<file path="config.mk">
export PLATFORM = sky130hd
export DESIGN_NAME = dvbc_byte_to_symbol_flat
export DESIGN_NICKNAME = d
export VERILOG_FILES = /design/src/rtl/dvbc_byte_to_symbol_pkg.sv /design/src/rtl/dvbc_byte_to_symbol_if.sv /design/src/rtl/dvbc_byte_to_symbol_diff_enc.sv /design/src/rtl/dvbc_byte_to_symbol.sv /design/src/flat_wrapper.sv
export SDC_FILE = /design/constraint.sdc
export NUM_CORES = 1
export LEC_CHECK = 0
export CAP_MARGIN = 10
export CORE_MARGIN = 1.5
export CORE_UTILIZATION = 45
export DETAILED_ROUTE_END_ITERATION = 10
export PLACE_DENSITY = 0.67
export SETUP_SLACK_MARGIN = 0.1
export SYNTH_ARGS = -nofsm -noshare
export SYNTH_HDL_FRONTEND = slang
export SYNTH_HIERARCHICAL = 1
export SYNTH_SLANG_ARGS = --single-unit
</file>
<file path="constraint.sdc">
create_clock -name clk -period 3.6 [get_ports clk]
set_clock_uncertainty 0.1 [all_clocks]
set_input_delay 0.72 -clock clk [delete_from_list [all_inputs] [get_ports clk]]
set_output_delay 0.72 -clock clk [all_outputs]
set_load 0.1 [all_outputs]
</file>
<file path="src/rtl/dvbc_byte_to_symbol_pkg.sv">
// Shared DVB-C definitions: QAM mode codes, bits-per-symbol lookup and sync byte values.
package dvbc_byte_to_symbol_pkg;

    typedef enum logic [2:0] {
        QAM16  = 3'd0,
        QAM32  = 3'd1,
        QAM64  = 3'd2,
        QAM128 = 3'd3,
        QAM256 = 3'd4
    } qam_mode_e;

    localparam logic [7:0] SYNC_BYTE = 8'h47;
    localparam logic [7:0] SYNC_INV  = 8'hB8;

    function automatic logic [3:0] qam_bits(input qam_mode_e mode);
        logic [3:0] m;
        case (mode)
            QAM16:   m = 4'd4;
            QAM32:   m = 4'd5;
            QAM64:   m = 4'd6;
            QAM128:  m = 4'd7;
            QAM256:  m = 4'd8;
            default: m = 4'd4;
        endcase
        return m;
    endfunction

    // Codes 5..7 are reserved and must leave the active mode untouched.
    function automatic logic qam_mode_legal(input logic [2:0] code);
        return (code <= 3'd4);
    endfunction

endpackage

</file>
<file path="src/rtl/dvbc_byte_to_symbol_if.sv">
// Byte input / symbol output handshake bundle between interleaver, converter and QAM mapper.
interface dvbc_byte_to_symbol_if;
    import dvbc_byte_to_symbol_pkg::*;

    logic [2:0] qam_mode;
    logic [7:0] in_data;
    logic       in_sync;
    logic       in_valid;
    logic       in_ready;
    logic [7:0] out_sym;
    logic       out_sync;
    logic       out_valid;
    logic       out_ready;

    modport master (
        output qam_mode, in_data, in_sync, in_valid, out_ready,
        input  in_ready, out_sym, out_sync, out_valid
    );

    modport slave (
        input  qam_mode, in_data, in_sync, in_valid, out_ready,
        output in_ready, out_sym, out_sync, out_valid
    );

endinterface

</file>
<file path="src/rtl/dvbc_byte_to_symbol_diff_enc.sv">
// Differential coder for the two symbol MSBs (rotation-invariant QAM quadrant coding).
module dvbc_diff_enc (
    input  logic a_i,
    input  logic b_i,
    input  logic i_prev_i,
    input  logic q_prev_i,
    output logic i_o,
    output logic q_o
);
    logic d;

    assign d   = a_i ^ b_i;
    assign i_o = d ? (a_i ^ q_prev_i) : (a_i ^ i_prev_i);
    assign q_o = d ? (b_i ^ i_prev_i) : (b_i ^ q_prev_i);

endmodule

</file>
<file path="src/rtl/dvbc_byte_to_symbol.sv">
// DVB-C byte to m-tuple converter: MSB-first repacking of bytes into 4..8 bit symbols
// with differential coding of the two tuple MSBs and sync-byte tagging.
module dvbc_byte_to_symbol
    import dvbc_byte_to_symbol_pkg::*;
#(
    parameter int unsigned ACC_W     = 24,
    parameter int unsigned INIT_MODE = 2
) (
    input  logic                    clk,
    input  logic                    rst,
    dvbc_byte_to_symbol_if.slave    bus
);

    localparam int unsigned CNT_W    = $clog2(ACC_W + 1);
    localparam int unsigned FILL_MAX = ACC_W - 9;

    // Unread bits are kept left-aligned: acc_q[ACC_W-1 -: cnt_q]; everything below is zero.
    logic [ACC_W-1:0] acc_q, acc_d, acc_sh;
    logic [ACC_W-1:0] tag_q, tag_d, tag_sh;
    logic [CNT_W-1:0] cnt_q, cnt_d, cnt_e;
    qam_mode_e        mode_q, mode_d;
    logic             rdy_q;
    logic [7:0]       sym_q, sym_d;
    logic             sync_q, sync_d;
    logic             vld_q, vld_d;
    logic             ip_q, ip_d;
    logic             qp_q, qp_d;

    logic [3:0]       m;
    logic [2:0]       msb_idx;
    logic [7:0]       top8;
    logic [7:0]       raw;
    logic             fire;
    logic             ext;
    logic             i_bit, q_bit;

    assign m       = qam_bits(mode_q);
    assign msb_idx = 3'(m - 4'd1);
    assign top8    = acc_q[ACC_W-1 -: 8];
    assign fire    = bus.in_valid & rdy_q;
    assign ext     = (cnt_q >= CNT_W'(m)) & (~vld_q | bus.out_ready);

    dvbc_diff_enc u_diff (
        .a_i      (top8[7]),
        .b_i      (top8[6]),
        .i_prev_i (ip_q),
        .q_prev_i (qp_q),
        .i_o      (i_bit),
        .q_o      (q_bit)
    );

    // The new byte lands directly behind whatever survives this cycle's extract.
    always_comb begin
        acc_sh = acc_q;
        tag_sh = tag_q;
        cnt_e  = cnt_q;
        if (ext) begin
            acc_sh = acc_q << m;
            tag_sh = tag_q << m;
            cnt_e  = cnt_q - CNT_W'(m);
        end

        acc_d = acc_sh;
        tag_d = tag_sh;
        cnt_d = cnt_e;
        if (fire) begin
            acc_d = acc_sh | ({bus.in_data, {(ACC_W-8){1'b0}}} >> cnt_e);
            tag_d = tag_sh | ({bus.in_sync, {(ACC_W-1){1'b0}}} >> cnt_e);
            cnt_d = cnt_e + CNT_W'(8);
        end
    end

    always_comb begin
        mode_d = mode_q;
        if ((cnt_q == '0) && !fire && qam_mode_legal(bus.qam_mode)) begin
            mode_d = qam_mode_e'(bus.qam_mode);
        end
    end

    always_comb begin
        sym_d  = sym_q;
        sync_d = sync_q;
        vld_d  = vld_q;
        ip_d   = ip_q;
        qp_d   = qp_q;
        raw    = top8 >> (4'd8 - m);
        if (bus.out_ready) begin
            vld_d = 1'b0;
        end
        if (ext) begin
            raw[msb_idx]        = i_bit;
            raw[msb_idx - 3'd1] = q_bit;
            sym_d  = raw;
            sync_d = tag_q[ACC_W-1];
            vld_d  = 1'b1;
            ip_d   = i_bit;
            qp_d   = q_bit;
        end
    end

    always_ff @(posedge clk or posedge rst) begin
        if (rst) begin
            acc_q  <= '0;
            tag_q  <= '0;
            cnt_q  <= '0;
            mode_q <= qam_mode_e'(3'(INIT_MODE));
            rdy_q  <= 1'b0;
            sym_q  <= '0;
            sync_q <= 1'b0;
            vld_q  <= 1'b0;
            ip_q   <= 1'b0;
            qp_q   <= 1'b0;
        end else begin
            acc_q  <= acc_d;
            tag_q  <= tag_d;
            cnt_q  <= cnt_d;
            mode_q <= mode_d;
            rdy_q  <= (cnt_d <= CNT_W'(FILL_MAX));
            sym_q  <= sym_d;
            sync_q <= sync_d;
            vld_q  <= vld_d;
            ip_q   <= ip_d;
            qp_q   <= qp_d;
        end
    end

    assign bus.in_ready  = rdy_q;
    assign bus.out_sym   = sym_q;
    assign bus.out_sync  = sync_q;
    assign bus.out_valid = vld_q;

endmodule

</file>
<file path="src/flat_wrapper.sv">
// flat-port wrapper written by rule: the top's interface ports become plain ports
module dvbc_byte_to_symbol_flat import dvbc_byte_to_symbol_pkg::*;
#(
    parameter int unsigned ACC_W     = 24,
    parameter int unsigned INIT_MODE = 2
)
  (clk, rst, bus_qam_mode, bus_in_data, bus_in_sync, bus_in_valid, bus_out_ready, bus_in_ready, bus_out_sym, bus_out_sync, bus_out_valid);
  dvbc_byte_to_symbol_if bus_i ();
  input  logic clk;
  input  logic rst;
  input wire logic [$bits(bus_i.qam_mode)-1:0] bus_qam_mode;
  input wire logic [$bits(bus_i.in_data)-1:0] bus_in_data;
  input wire logic [$bits(bus_i.in_sync)-1:0] bus_in_sync;
  input wire logic [$bits(bus_i.in_valid)-1:0] bus_in_valid;
  input wire logic [$bits(bus_i.out_ready)-1:0] bus_out_ready;
  output wire logic [$bits(bus_i.in_ready)-1:0] bus_in_ready;
  output wire logic [$bits(bus_i.out_sym)-1:0] bus_out_sym;
  output wire logic [$bits(bus_i.out_sync)-1:0] bus_out_sync;
  output wire logic [$bits(bus_i.out_valid)-1:0] bus_out_valid;
  assign bus_i.qam_mode = bus_qam_mode;
  assign bus_i.in_data = bus_in_data;
  assign bus_i.in_sync = bus_in_sync;
  assign bus_i.in_valid = bus_in_valid;
  assign bus_i.out_ready = bus_out_ready;
  assign bus_in_ready = bus_i.in_ready;
  assign bus_out_sym = bus_i.out_sym;
  assign bus_out_sync = bus_i.out_sync;
  assign bus_out_valid = bus_i.out_valid;
  dvbc_byte_to_symbol #(.ACC_W(ACC_W), .INIT_MODE(INIT_MODE)) u_core (.clk(clk), .rst(rst), .bus(bus_i));
endmodule
</file>
Word level (Yosys, flattened, before mapping). Index checks and enable logic that the tools add are counted.

RAM bits: 0. Flip-flop bits (word level): 69. Logic and storage cells: 66. Memory bits (read-only): 0. Output and inout port bits: 11. Memories kept: 0. Bits of input ports: 16. Latch bits: 0.

Magnitude comparators: 7. Reduce and logical (&&, ||, !) cells: 7. Multipliers: 0. Equality and inequality tests: 4. Bitwise logic cells: 11. $add $sub $neg: 5. Muxes and demuxes: 17. Shifts and indexed selects: 5. Div/mod/pow operators: 0.

Operator list (count): $mux W24 (4); $or A24 B24 Y24 (2); $shl A24 B4 Y24 (2); $shr A24 B5 Y24 (2); $bwmux W8 (2); $pmux W4 S4 (1); $mux W5 (2); $lt A3 B4 Y1 const B (2); $shr A8 B4 Y8 (1); $demux W1 S3 (2); $eq A3 B2 Y1 const B (2); $ge A3 B1 Y1 const B (2); $mux W1 (6); $sub A3 B1 Y3 const B (2); $add A5 B4 Y5 const B (1); $ge A5 B4 Y1 (1); $le A5 B4 Y1 const B (1); $logic_not A5 Y1 (1); $sub A5 B4 Y5 (1); $xor A1 B1 Y1 (5); $logic_and A1 B1 Y1 (4); $sub A4 B4 Y4 const A (1); $eq A3 B1 Y1 const B (1); $eq A3 B3 Y1 const B (1); 6 further kinds (7).

Logic depth before layout (Yosys ltp). Gate-level depths: netlist of the first run.

Word-level depth: 9. Mapped depth: 17.

Cells and area by module. The synthesis of the first run kept the hierarchy.

By module, submodules not included: dvbc_byte_to_symbol (area each 4840.9 um2, times used 1, sequential area each 1652.8 um2, cells each 579); dvbc_diff_enc (area each 55.1 um2, times used 1, sequential area each 0.0 um2, cells each 9).

Least setup slack after synthesis of the first run. Ideal clock, no wire load.

Kind: reg2reg. Start: register u_core.mode_q[1]. End: register u_core.acc_q[8]. Data required time: 3.363 ns. Clock period less this slack: 3.818 ns. Setup slack: -0.218 ns. Data arrival time: 3.581 ns. Cell stages (with the launch flop): 16. Setup time: 0.137 ns. Path through: dfstp_2 > buf_2 > inv_1 > nor2_1 > inv_2 > buf_2 > buf_2 > ha_1 > nor2b_4 > o31a_4 > o21ai_4 > mux2_4 > inv_2 > mux4_2 > mux2i_4 > o221ai_2.

Cells in the longest elaborated chain, start to end: 8. Elaborated cells between the ends (all ways): 14.

RTL lines: from (decl) (line dvbc_byte_to_symbol.sv:21) `qam_mode_e mode_q, mode_d;`; from (signal assigned) (line dvbc_byte_to_symbol.sv:106) `mode_q <= qam_mode_e'(3'(INIT_MODE));`; from (signal assigned) (line dvbc_byte_to_symbol.sv:117) `mode_q <= mode_d;`; $eq A3 B3 Y1, or another cell as far along (line dvbc_byte_to_symbol_pkg.sv:17) `case (mode)`; $pmux W4 S4 (*) (line dvbc_byte_to_symbol_pkg.sv:17); $ge A5 B4 Y1 (line dvbc_byte_to_symbol.sv:41) `assign ext = (cnt_q >= CNT_W'(m)) & (~vld_q | bus.out_ready);`; $and A1 B1 Y1 (line dvbc_byte_to_symbol.sv:41); $mux W5 (line dvbc_byte_to_symbol.sv:57) `if (ext) begin`; $shr A24 B5 Y24 (line dvbc_byte_to_symbol.sv:67) `acc_d = acc_sh | ({bus.in_data, {(ACC_W-8){1'b0}}} >> cnt_e);`; $or A24 B24 Y24 (line dvbc_byte_to_symbol.sv:67); $mux W24 (*) (line dvbc_byte_to_symbol.sv:66) `if (fire) begin`; named net u_core.acc_d[8] (line dvbc_byte_to_symbol.sv:18) `logic [ACC_W-1:0] acc_q, acc_d, acc_sh;`; to (signal assigned) (line dvbc_byte_to_symbol.sv:103) `acc_q <= '0;`; to (signal assigned) (line dvbc_byte_to_symbol.sv:114) `acc_q <= acc_d;`; to (decl) (line dvbc_byte_to_symbol.sv:18).

Mark *: on every way through the listed nets, which the timed path passes. The rest lies on a longest branch. A chain may end at the register's enable or synchronous reset.

Worst setup path after layout of the first run. Ends and elaborated chain as after synthesis.

==> results of run 1 <==
[where the power goes]
| part | internal [W] | total [W] | switching [W] |
|---|---|---|---|
| sequential | 0.000927 | 0.00115 | 0.000227 |
| clock | 0.000410 | 0.000723 | 0.000313 |
| combinational | 0.000648 | 0.00177 | 0.00112 |
| total | 0.00199 | 0.00364 | 0.00166 |
[what timing repair did]
item	in CTS	in global routing
gates cloned	0	1
buffers inserted	0	10
pin swaps	1	1
hold buffers	0	0
setup endpoints to repair	5	25
resized for setup	1	6
[path summary, 6_finish.rpt]
kind	to	slack [ns]	cells after the start
max	u_core/acc_q[8]$_DFF_PP0_	0.26	12
max in group asynchronous	u_core/acc_q[10]$_DFF_PP0_	1.93	3
min in group asynchronous	u_core/bus.out_valid$_DFFE_PP0P_	0.67	2
max reg2reg	u_core/acc_q[8]$_DFF_PP0_	0.26	12
min	u_core/bus.out_sym[3]$_DFFE_PP0N_	0.38	2
min reg2reg	u_core/bus.out_sym[3]$_DFFE_PP0N_	0.38	2
[through the flow]
stage	util, %	hold WS (ns)	worst slack, ns	area [um2]
2_1_floorplan	-	0.356	0.0905	4970
3_3_place_gp	50.8	0.361	0.233	5320
3_5_place_dp	50.8	0.370	0.0689	5320
4_1_cts	53.0	0.388	0.102	5550
5_1_grt	54.2	0.414	0.0381	5670
6_report	54.2	0.380	0.264	5680
[routing by layer]
metal	part of all wire (%)	routed length [um]	global-route usage, %	vias up
met4	1.9	277	8.67	0
met1	43	6390	36.3	2315
li1	-	-	-	2196
met2	46	6850	41.8	254
met3	9.4	1400	5.99	34
met5	0	0	0	-
[cell type report]
cell class                 instances  area share (%)
tap                              136            3.00
clock buffer                      10            2.43
timing repair buffer              60            9.08
inverter                          14           0.970
multi-input combinational        459            53.8
antenna                            1          0.0441
sequential                        66            29.1
clock inverter                     6            1.57
[sequential cells by signal, summed over array words and instances (netlist names)]
signal,count
u_core/acc_q,24
u_core/bus.in_ready,1
u_core/bus.out_sym,8
u_core/bus.out_sync,1
u_core/bus.out_valid,1
u_core/cnt_q,5
u_core/ip_q,1
u_core/mode_q,3
u_core/qp_q,1
u_core/tag_q,21
[cells by family (layout without fill, tap and decap cells)]
| kind of cell | after synthesis | after routing |
|---|---|---|
| compound gates | 168 | 168 |
| xor+xnor | 6 | 6 |
| fa+ha+maj | 7 | 7 |
| buf+inv | 64 | 90 |
| flops | 66 | 66 |
| mux | 67 | 68 |
| other cells | 0 | 1 |
| simple gates | 210 | 210 |
[critical path, stage by stage, from the launching register on]
cell,delay (ns)
dfstp_2,0.59
inv_2,0.09
nor2_4,0.12
inv_4,0.06
ha_4,0.21
nor2b_4,0.13
o31a_4,0.30
o21ai_4,0.28
mux2_4,0.39
inv_2,0.09
mux4_2,0.53
mux2i_4,0.19
o221ai_2,0.12
[layout by cell type (no fill, tap or decap), drive strengths merged, types with 6 or more instances in the layout]
| cell type | Yosys | layout |
|---|---|---|
| a21oi | 56 | 56 |
| a221oi | 6 | 6 |
| a22oi | 8 | 8 |
| a31oi | 10 | 10 |
| and3 | 9 | 9 |
| buf | 27 | 34 |
| clkbuf | 23 | 10 |
| clkdlybuf4s50 | 0 | 26 |
| dfrtp | 65 | 65 |
| ha | 6 | 6 |
| inv | 14 | 15 |
| mux2 | 9 | 10 |
| mux2i | 51 | 51 |
| mux4 | 7 | 7 |
| nand2 | 105 | 105 |
| nand3 | 38 | 38 |
| nor2 | 30 | 30 |
| nor3 | 8 | 8 |
| o21ai | 45 | 45 |
| o221ai | 24 | 24 |
==> out/metrics.cfg, run 1 <==
[placed_design]
dp_cells = 724
dp_hpwl_um = 10300
port_buffers = 26
gp_congestion = 0.981

[power]
finalPower_w = 0.00364
powerDensity_nw_per_um2 = 642
ir_drop_v = 0.000466
leakagePower_nw = 2.53

[worst_setup_path]
end_kind = register
worst-setup-path-type = reg -> reg
cp_data_required_time_ns = 3.71
cp-startpoint = u_core/mode_q[1]$_DFFE_PP1P_
startpoint_type = register
cp_max_fo = 7
timing.rr.start = u_core/mode_q[1]$_DFFE_PP1P_
arrival_ns = 3.45

[cts]
cts_tree = yes
cts.reportedPaths.clkPinSlew_ns = 0.08
cts_inserted_buffers = 9
htreeDepth = 3
root_buffer = clkbuf_8
clk_latency_ns = 0.35
clockBufferDepth = 2
clock_sinks = 66

[drt]
dr.first_iter.drc_count = 656
via_per_inst = 6.38
wl_um = 14900
vias = 4799
dr.pass1.iters = 5
wl_per_cell_um = 19.8
route.detailed.drc = 0
ant_nets = 0

[job]
maxCapViolations = 0

[logic_synthesis]
synth.top_cell.area_share_pct = 33.2
synthXorXnorAreaFrac_pct = 1.46
yosysWarnings = 6
synth_fp_nets = 611
async_flop_share_pct = 100
synth_top_family_by_area = compound AO/OA/AOI/OAI gates
synth_compound_area_share_pct = 22.0
synth_area_leaders = dfrtp_1, mux2i_1, nand2_1
synth_common_cells = nand2_1, dfrtp_1, a21oi_1
ys_ff_latch = 66
synth_flop_cell = dfrtp_1
synthCells = 588
yosys.area_share.simple_pct = 19.1
ys_seq_area_share_pct = 33.8
synthAdderAreaFrac_pct = 1.94
ys_types = 56
yosysTopAreaCell = dfrtp_1
yosysMostFrequentCell = nand2_1
synth.cell_area_um2 = 4900
synth.avg_cell_area_um2 = 8.33
muxShareOfSynthArea_pct = 16.1
synth_edf_count = 0

[sta]
slew_headroom_pct = 34.9
rsz0062_at_grt = false
clock.fmax_mhz = 300
period_needed_ns = 3.34
tightest_slew_ns = 0.973
tns_ns = 0
finalSetupViolations = 0
hold_viol = 0
fin_crit_sh_pct = 92.7
slew_violations = 0

[global_route]
grt_usage_pct = 26.6
grt_antenna_before_repair = 1
grt_first_pass_wirelength_um = 23700
grt_pass1_vias = 4481
grt_overflow = 0
grt_max_degree = 44

[hold_path]
hp-class = reg -> reg
holdCritStartpoint = u_core/bus.out_sym[3]$_DFFE_PP0N_

[die]
dieWidth_um = 107
initial_core_util_pct = 46.8
num_rows = 37
design.die.area_um2 = 11500
core_um2 = 10500
num_io_pins = 27
die_y_um = 107

[final_layout]
instances_no_fill = 752
area.sequential_um2 = 1650
nets = 633
syn_to_final_growth_pct = 15.9
fill_cells = 1002
multiInputGateArea_um2 = 3050
drive_above_1_share_pct = 15.1

[status]
status = complete, no violations

No activity file was read; power rests on OpenSTA's default activity.
==> run 2: changes to the inputs <==
--- a/config.mk
+++ b/config.mk
@@ -7,7 +7,7 @@
 export LEC_CHECK = 0
 export CAP_MARGIN = 10
 export CORE_MARGIN = 1.5
-export CORE_UTILIZATION = 45
+export CORE_UTILIZATION = 50
 export DETAILED_ROUTE_END_ITERATION = 10
 export PLACE_DENSITY = 0.67
 export SETUP_SLACK_MARGIN = 0.1
==> out/metrics.cfg, run 2 (synthesis results as in run 1) <==
[sta]
finalSetupViolations = 0  ; unchanged
hold_viol = 0  ; unchanged
clock.fmax_mhz = 297  ; -1.0%
tns_ns = 0  ; unchanged
tightest_slew_ns = 0.968  ; -0.00548 ns
fin_crit_sh_pct = 93.6  ; +0.98 points
slew_violations = 0  ; unchanged
setup_ws_ns = 0.229  ; -0.0353 ns
rsz0062_at_grt = false
hold_slack_ns = 0.378  ; -0.00174 ns
period_needed_ns = 3.37  ; +0.0353 ns
slew_headroom_pct = 35.3  ; +0.37 points

[final_layout]
largest_reg_flops = 24  ; unchanged
post-route-util_pct = 59.9  ; +5.7 points
regMostFlops = u_core/acc_q
layout_commonest_cell = nand2_1
final_cell_mix = nand2_1, dfrtp_1, a21oi_1
syn_to_final_growth_pct = 14.7
nets = 624  ; -1.4%
drive_above_1_share_pct = 13.9  ; -1.3 points
diodes = 0  ; -1

[drt]
dr.first_iter.drc_count = 476  ; -27%
vias = 4736  ; -1.3%
ant_nets = 0  ; unchanged
dr.pass1.iters = 5  ; unchanged
wl_um = 14500  ; -3.2%
via_per_inst = 6.44  ; +0.97%
route.detailed.drc = 0  ; unchanged
wl_per_cell_um = 19.7  ; -0.92%

[worst_setup_path]
end_kind = register
cp_data_required_time_ns = 3.71  ; about the same
worst-setup-path-type = reg -> reg
cp_max_fo = 15  ; +8
arrival_ns = 3.48  ; +0.03 ns
startpoint_type = register

[global_route]
grt_antenna_before_repair = 0  ; -1
grt_usage_pct = 29.2  ; +2.6 points
grt_max_degree = 56  ; +27%
grt_pass1_vias = 4428  ; -1.2%
grt_first_pass_wirelength_um = 23300  ; -1.7%
grt_overflow = 0  ; unchanged

[status]
status = complete, no violations

[die]
die_y_um = 102  ; -5.0%
core_um2 = 9370  ; -10%
dieWidth_um = 102  ; -5.0%
design.die.area_um2 = 10400  ; -9.7%
num_io_pins = 27  ; unchanged
num_rows = 35  ; -5.4%
initial_core_util_pct = 52.2  ; +5.4 points

[hold_path]
hp-class = reg -> reg

[cts]
cts_inserted_buffers = 9  ; unchanged
cts_tree = yes
root_buffer = clkbuf_8
htreeDepth = 3  ; unchanged
clk_latency_ns = 0.35  ; about the same
cts.reportedPaths.clkPinSlew_ns = 0.07  ; about the same
clock_sinks = 66  ; unchanged
clockBufferDepth = 2  ; unchanged
hold_buffers = 0  ; unchanged

[job]
maxCapViolations = 0  ; unchanged

[power]
finalPower_w = 0.00365  ; +0.19%
powerDensity_nw_per_um2 = 650  ; +1.3%
ir_drop_v = 0.000616  ; +32%
leakagePower_nw = 2.50  ; -0.91%

[placed_design]
dp_hpwl_um = 10000  ; -2.2%
place_ws_ns = 0.0578  ; -0.0111 ns
gp_congestion = 0.926  ; -5.6%
port_buffers = 26  ; unchanged

==> run 2: cell types whose count changed in the layout (fill, tap and decap cells not counted), sizes merged <==
cell	change
inv	-1
buf	-8
diode	-1
clkbuf	+2
clkinvlp	-1
mux2	-1
==> run 2: per-layer routing <==
layer	wire length, um	track usage, %	part of all wire (%)	vias up
li1	-	-	-	2180
met1	6100	39.4	42	2275
met2	6800	46.9	47	238
met3	1080	4.38	7.5	43
met4	475	12.9	3.3	0
met5	0	0	0	-
==> run 2: timing repair <==
item	in CTS	in global routing
resized for setup	1	7
buffers inserted	3	2
endpoints found under the setup margin	5	26
pin swaps	1	1
==> run 2: final timing paths <==
| kind | startpoint | endpoint | slack [ns] | depth (start not counted) |
|---|---|---|---|---|
| worst max-delay path | u_core/mode_q[1]$_DFFE_PP1P_ | u_core/acc_q[8]$_DFF_PP0_ | 0.23 | 11 |
| worst min-delay path | u_core/bus.out_sym[6]$_DFFE_PP0N_ | u_core/bus.out_sym[6]$_DFFE_PP0N_ | 0.38 | 2 |
| worst max register to register | u_core/mode_q[1]$_DFFE_PP1P_ | u_core/acc_q[8]$_DFF_PP0_ | 0.23 | 11 |
| worst min register to register | u_core/bus.out_sym[6]$_DFFE_PP0N_ | u_core/bus.out_sym[6]$_DFFE_PP0N_ | 0.38 | 2 |
| max in group asynchronous | rst | u_core/tag_q[1]$_DFF_PP0_ | 2.08 | 3 |
| min in group asynchronous | rst | u_core/mode_q[2]$_DFFE_PP0P_ | 0.68 | 2 |
==> run 2: area by class of cell <==
type	count	area (um2)
clock buffer	12	165
clock inverter	4	72.6
fill	878	3760
inverter	14	55.1
multi-input combinational	458	3020
sequential	66	1650
tap	129	161
timing repair buffer	52	484
==> run 2: through the flow <==
stage          instance area [um2]  std cells
6_report                      5620        735
2_1_floorplan                 4970        588
4_1_cts                       5570        733
3_5_place_dp                  5310        714
3_3_place_gp                  5310        714
5_1_grt                       5620        735
==> run 2: power by group <==
| part | total, W | internal (W) | switching, W |
|---|---|---|---|
| registers | 0.00114 | 0.000928 | 0.000217 |
| clock network | 0.000736 | 0.000446 | 0.000290 |
| logic | 0.00177 | 0.000647 | 0.00112 |
==> run 2: critical path, cell delays in order, from the launching register on <==
cell,delay [ns]
dfstp_2,0.59
nor2_1,0.07
and2_1,0.19
ha_1,0.35
o21a_1,0.21
o31a_4,0.13
o21ai_4,0.17
mux2_4,0.42
inv_2,0.10
mux4_2,0.54
mux2i_4,0.22
o221ai_2,0.13
==> run 3: changes to the inputs <==
--- a/config.mk
+++ b/config.mk
@@ -5,7 +5,9 @@
 export SDC_FILE = /design/constraint.sdc
 export NUM_CORES = 1
 export LEC_CHECK = 0
+export ABC_CLOCK_PERIOD_IN_PS = 3600
 export CAP_MARGIN = 10
+export CORE_ASPECT_RATIO = 0.7
 export CORE_MARGIN = 1.5
 export CORE_UTILIZATION = 50
 export DETAILED_ROUTE_END_ITERATION = 10
==> out/metrics.cfg, run 3 (synthesis results as in run 1) <==
[drt]
dr.pass1.iters = 7  ; +2
dr.first_iter.drc_count = 751  ; +58%
wl_um = 15000  ; +3.9%
via_per_inst = 6.63  ; +2.9%
vias = 4855  ; +2.5%
route.detailed.drc = 0  ; unchanged
ant_nets = 0  ; unchanged
wl_per_cell_um = 20.5  ; +4.4%

[placed_design]
gp_congestion = 1.00  ; +8.0%
dp_hpwl_um = 10300  ; +2.3%
port_buffers = 26  ; unchanged
dp_cells = 709  ; -0.70%
place_ws_ns = 0.0782  ; +0.0204 ns

[final_layout]
drive_above_1_share_pct = 14.1  ; +0.28 points
multiInputGateArea_um2 = 3060  ; +1.3%
diodes = 0  ; unchanged
syn_to_final_growth_pct = 17.0
largest_reg_flops = 24  ; unchanged
fill_cells = 801  ; -8.8%
area.sequential_um2 = 1650  ; unchanged
post-route-util_pct = 61.7  ; +1.7 points
nets = 627  ; +0.48%
layout_commonest_cell = nand2_1
instances_no_fill = 732  ; -0.41%
regMostFlops = u_core/acc_q
final_cell_mix = nand2_1, dfrtp_1, a21oi_1

[die]
design.die.area_um2 = 10400  ; about the same
core_um2 = 9290  ; -0.88%
num_io_pins = 27  ; unchanged
num_rows = 29  ; -17%
initial_core_util_pct = 52.7  ; +0.46 points
dieWidth_um = 121  ; +19%
die_y_um = 85.8  ; -16%

[sta]
slew_violations = 0  ; unchanged
period_needed_ns = 3.44  ; +0.0718 ns
tns_ns = 0  ; unchanged
rsz0062_at_grt = true
finalSetupViolations = 0  ; unchanged
setup_ws_ns = 0.157  ; -0.0718 ns
fin_crit_sh_pct = 95.6  ; +2.0 points
tightest_slew_ns = 0.978  ; +0.00987 ns
clock.fmax_mhz = 290  ; -2.1%
hold_viol = 0  ; unchanged
slew_headroom_pct = 34.6  ; -0.66 points

[worst_setup_path]
max_stage_delay_ns = 0.60  ; about the same
critPathTopFamily = compound AO/OA/AOI/OAI gates
timing.rr.start = u_core/mode_q[1]$_DFFE_PP1P_
worst-setup-path-type = reg -> reg
crit_slowest_cell = dfstp_2
cp_data_required_time_ns = 3.69  ; -0.02 ns
ff2ff_path_depth = 12  ; +1
reg2reg_slack_ns = 0.16  ; -0.07 ns
cp_max_fo = 7  ; -8
startpoint_type = register
path_buf_inv = 2  ; +1
arrival_ns = 3.53  ; +0.05 ns
end_kind = register
crit_chain = inv_4 -> nor2_4 -> inv_4 -> ha_4 -> nor2b_4 -> o31a_4 -> o21ai_4 -> mux2_4 -> mux2i_1 -> mux2i_1 -> a32oi_1 -> o221ai_1
cp.depth = 12  ; +1
r2r_end = u_core/acc_q[13]$_DFF_PP0_

[cts]
cts_tree = yes
clock_sinks = 66  ; unchanged
clk_latency_ns = 0.34  ; about the same
cts.reportedPaths.clkPinSlew_ns = 0.06  ; about the same
hold_buffers = 0  ; unchanged
root_buffer = clkbuf_16
cts_inserted_buffers = 9  ; unchanged
htreeDepth = 3  ; unchanged
clockBufferDepth = 2  ; unchanged

[hold_path]
min_to = u_core/bus.out_sym[6]$_DFFE_PP0N_
holdCritStartpoint = u_core/bus.out_sym[6]$_DFFE_PP0N_
hp-class = reg -> reg
hold_depth = 2  ; unchanged

[global_route]
grt_usage_pct = 30.1  ; +0.86 points
grt_pass1_vias = 4445  ; +0.38%
grt_first_pass_wirelength_um = 24000  ; +2.9%
grt_antenna_before_repair = 0  ; unchanged
grt_max_degree = 102  ; +82%
grt_overflow = 0  ; unchanged

[status]
status = complete, no violations

[power]
powerDensity_nw_per_um2 = 674  ; +3.7%
ir_drop_v = 0.000445  ; -28%
finalPower_w = 0.00386  ; +5.8%
leakagePower_nw = 2.54  ; +1.6%

[job]
maxCapViolations = 0  ; unchanged

[run 3: changes by cell type in the layout (fill, tap and decap cells not counted), moves of 2 or more]
cell | before | now
clkbuf_8 | 12 | 0
clkbuf_16 | 0 | 9
buf_4 | 23 | 26
inv_2 | 5 | 2
ha_1 | 4 | 2
ha_4 | 1 | 3
inv_4 | 1 | 3
or3_1 | 1 | 3
or3_4 | 2 | 0
[run 3: how the worst max path moves through the flow]
stage                                 endpoint                          from  slack (ns)
finish              u_core/acc_q[13]$_DFF_PP0_  u_core/mode_q[1]$_DFFE_PP1P_        0.16
global placement    u_core/acc_q[10]$_DFF_PP0_  u_core/mode_q[1]$_DFFE_PP1P_        0.21
global route         u_core/acc_q[8]$_DFF_PP0_  u_core/mode_q[1]$_DFFE_PP1P_        0.04
CTS                  u_core/acc_q[8]$_DFF_PP0_  u_core/mode_q[1]$_DFFE_PP1P_        0.11
detailed placement  u_core/acc_q[10]$_DFF_PP0_  u_core/mode_q[1]$_DFFE_PP1P_        0.08
floorplan            u_core/acc_q[8]$_DFF_PP0_  u_core/mode_q[1]$_DFFE_PP1P_        0.09
[run 3: worst reg2reg max path, delay by kind of cell, from the launching register on]
kind | cells | cell delay, ns
AOI/OAI and AO/OA | 4 | 1.16
adders and majority gates | 1 | 0.21
buffers and inverters | 2 | 0.14
and+or+nand+nor | 2 | 0.26
muxes | 3 | 0.83
DFF | 1 | 0.60
[run 3: final cells by class]
type	count	share of cell area, %
Clock buffer	10	4.00
Inverter	14	1.05
Timing Repair Buffer	54	8.50
Tap cell	124	2.71
Multi-Input combinational cell	459	53.5
Sequential cell	66	28.9
Clock inverter	5	1.40
[run 3: repair_timing]
item,in CTS,in global routing
pin swaps,0,2
setup buffers,1,6
resized for setup,1,11
setup endpoints to repair,3,30
cloned,0,1
hold endpoints to repair,0,0
[run 3: through the flow]
step	hold slack, ns	area [um2]
finish	0.378	5730
global route	0.395	5730
CTS	0.383	5610
detailed placement	0.371	5290
global placement	0.367	5290
floorplan	0.356	4970
[run 3: layer usage]
metal / share of wire [%] / track usage, %
met3: 13 / 9.97
met1: 43 / 44.2
met5: 0 / 0
met2: 42 / 41.9
met4: 1.9 / 8.77
[run 3: where the power goes]
part / leakage (nW) / internal, W / switching (W)
Combinational: 1.53 / 0.000637 / 0.00115
Clock: 0.145 / 0.000600 / 0.000320
Sequential: 0.871 / 0.000930 / 0.000228
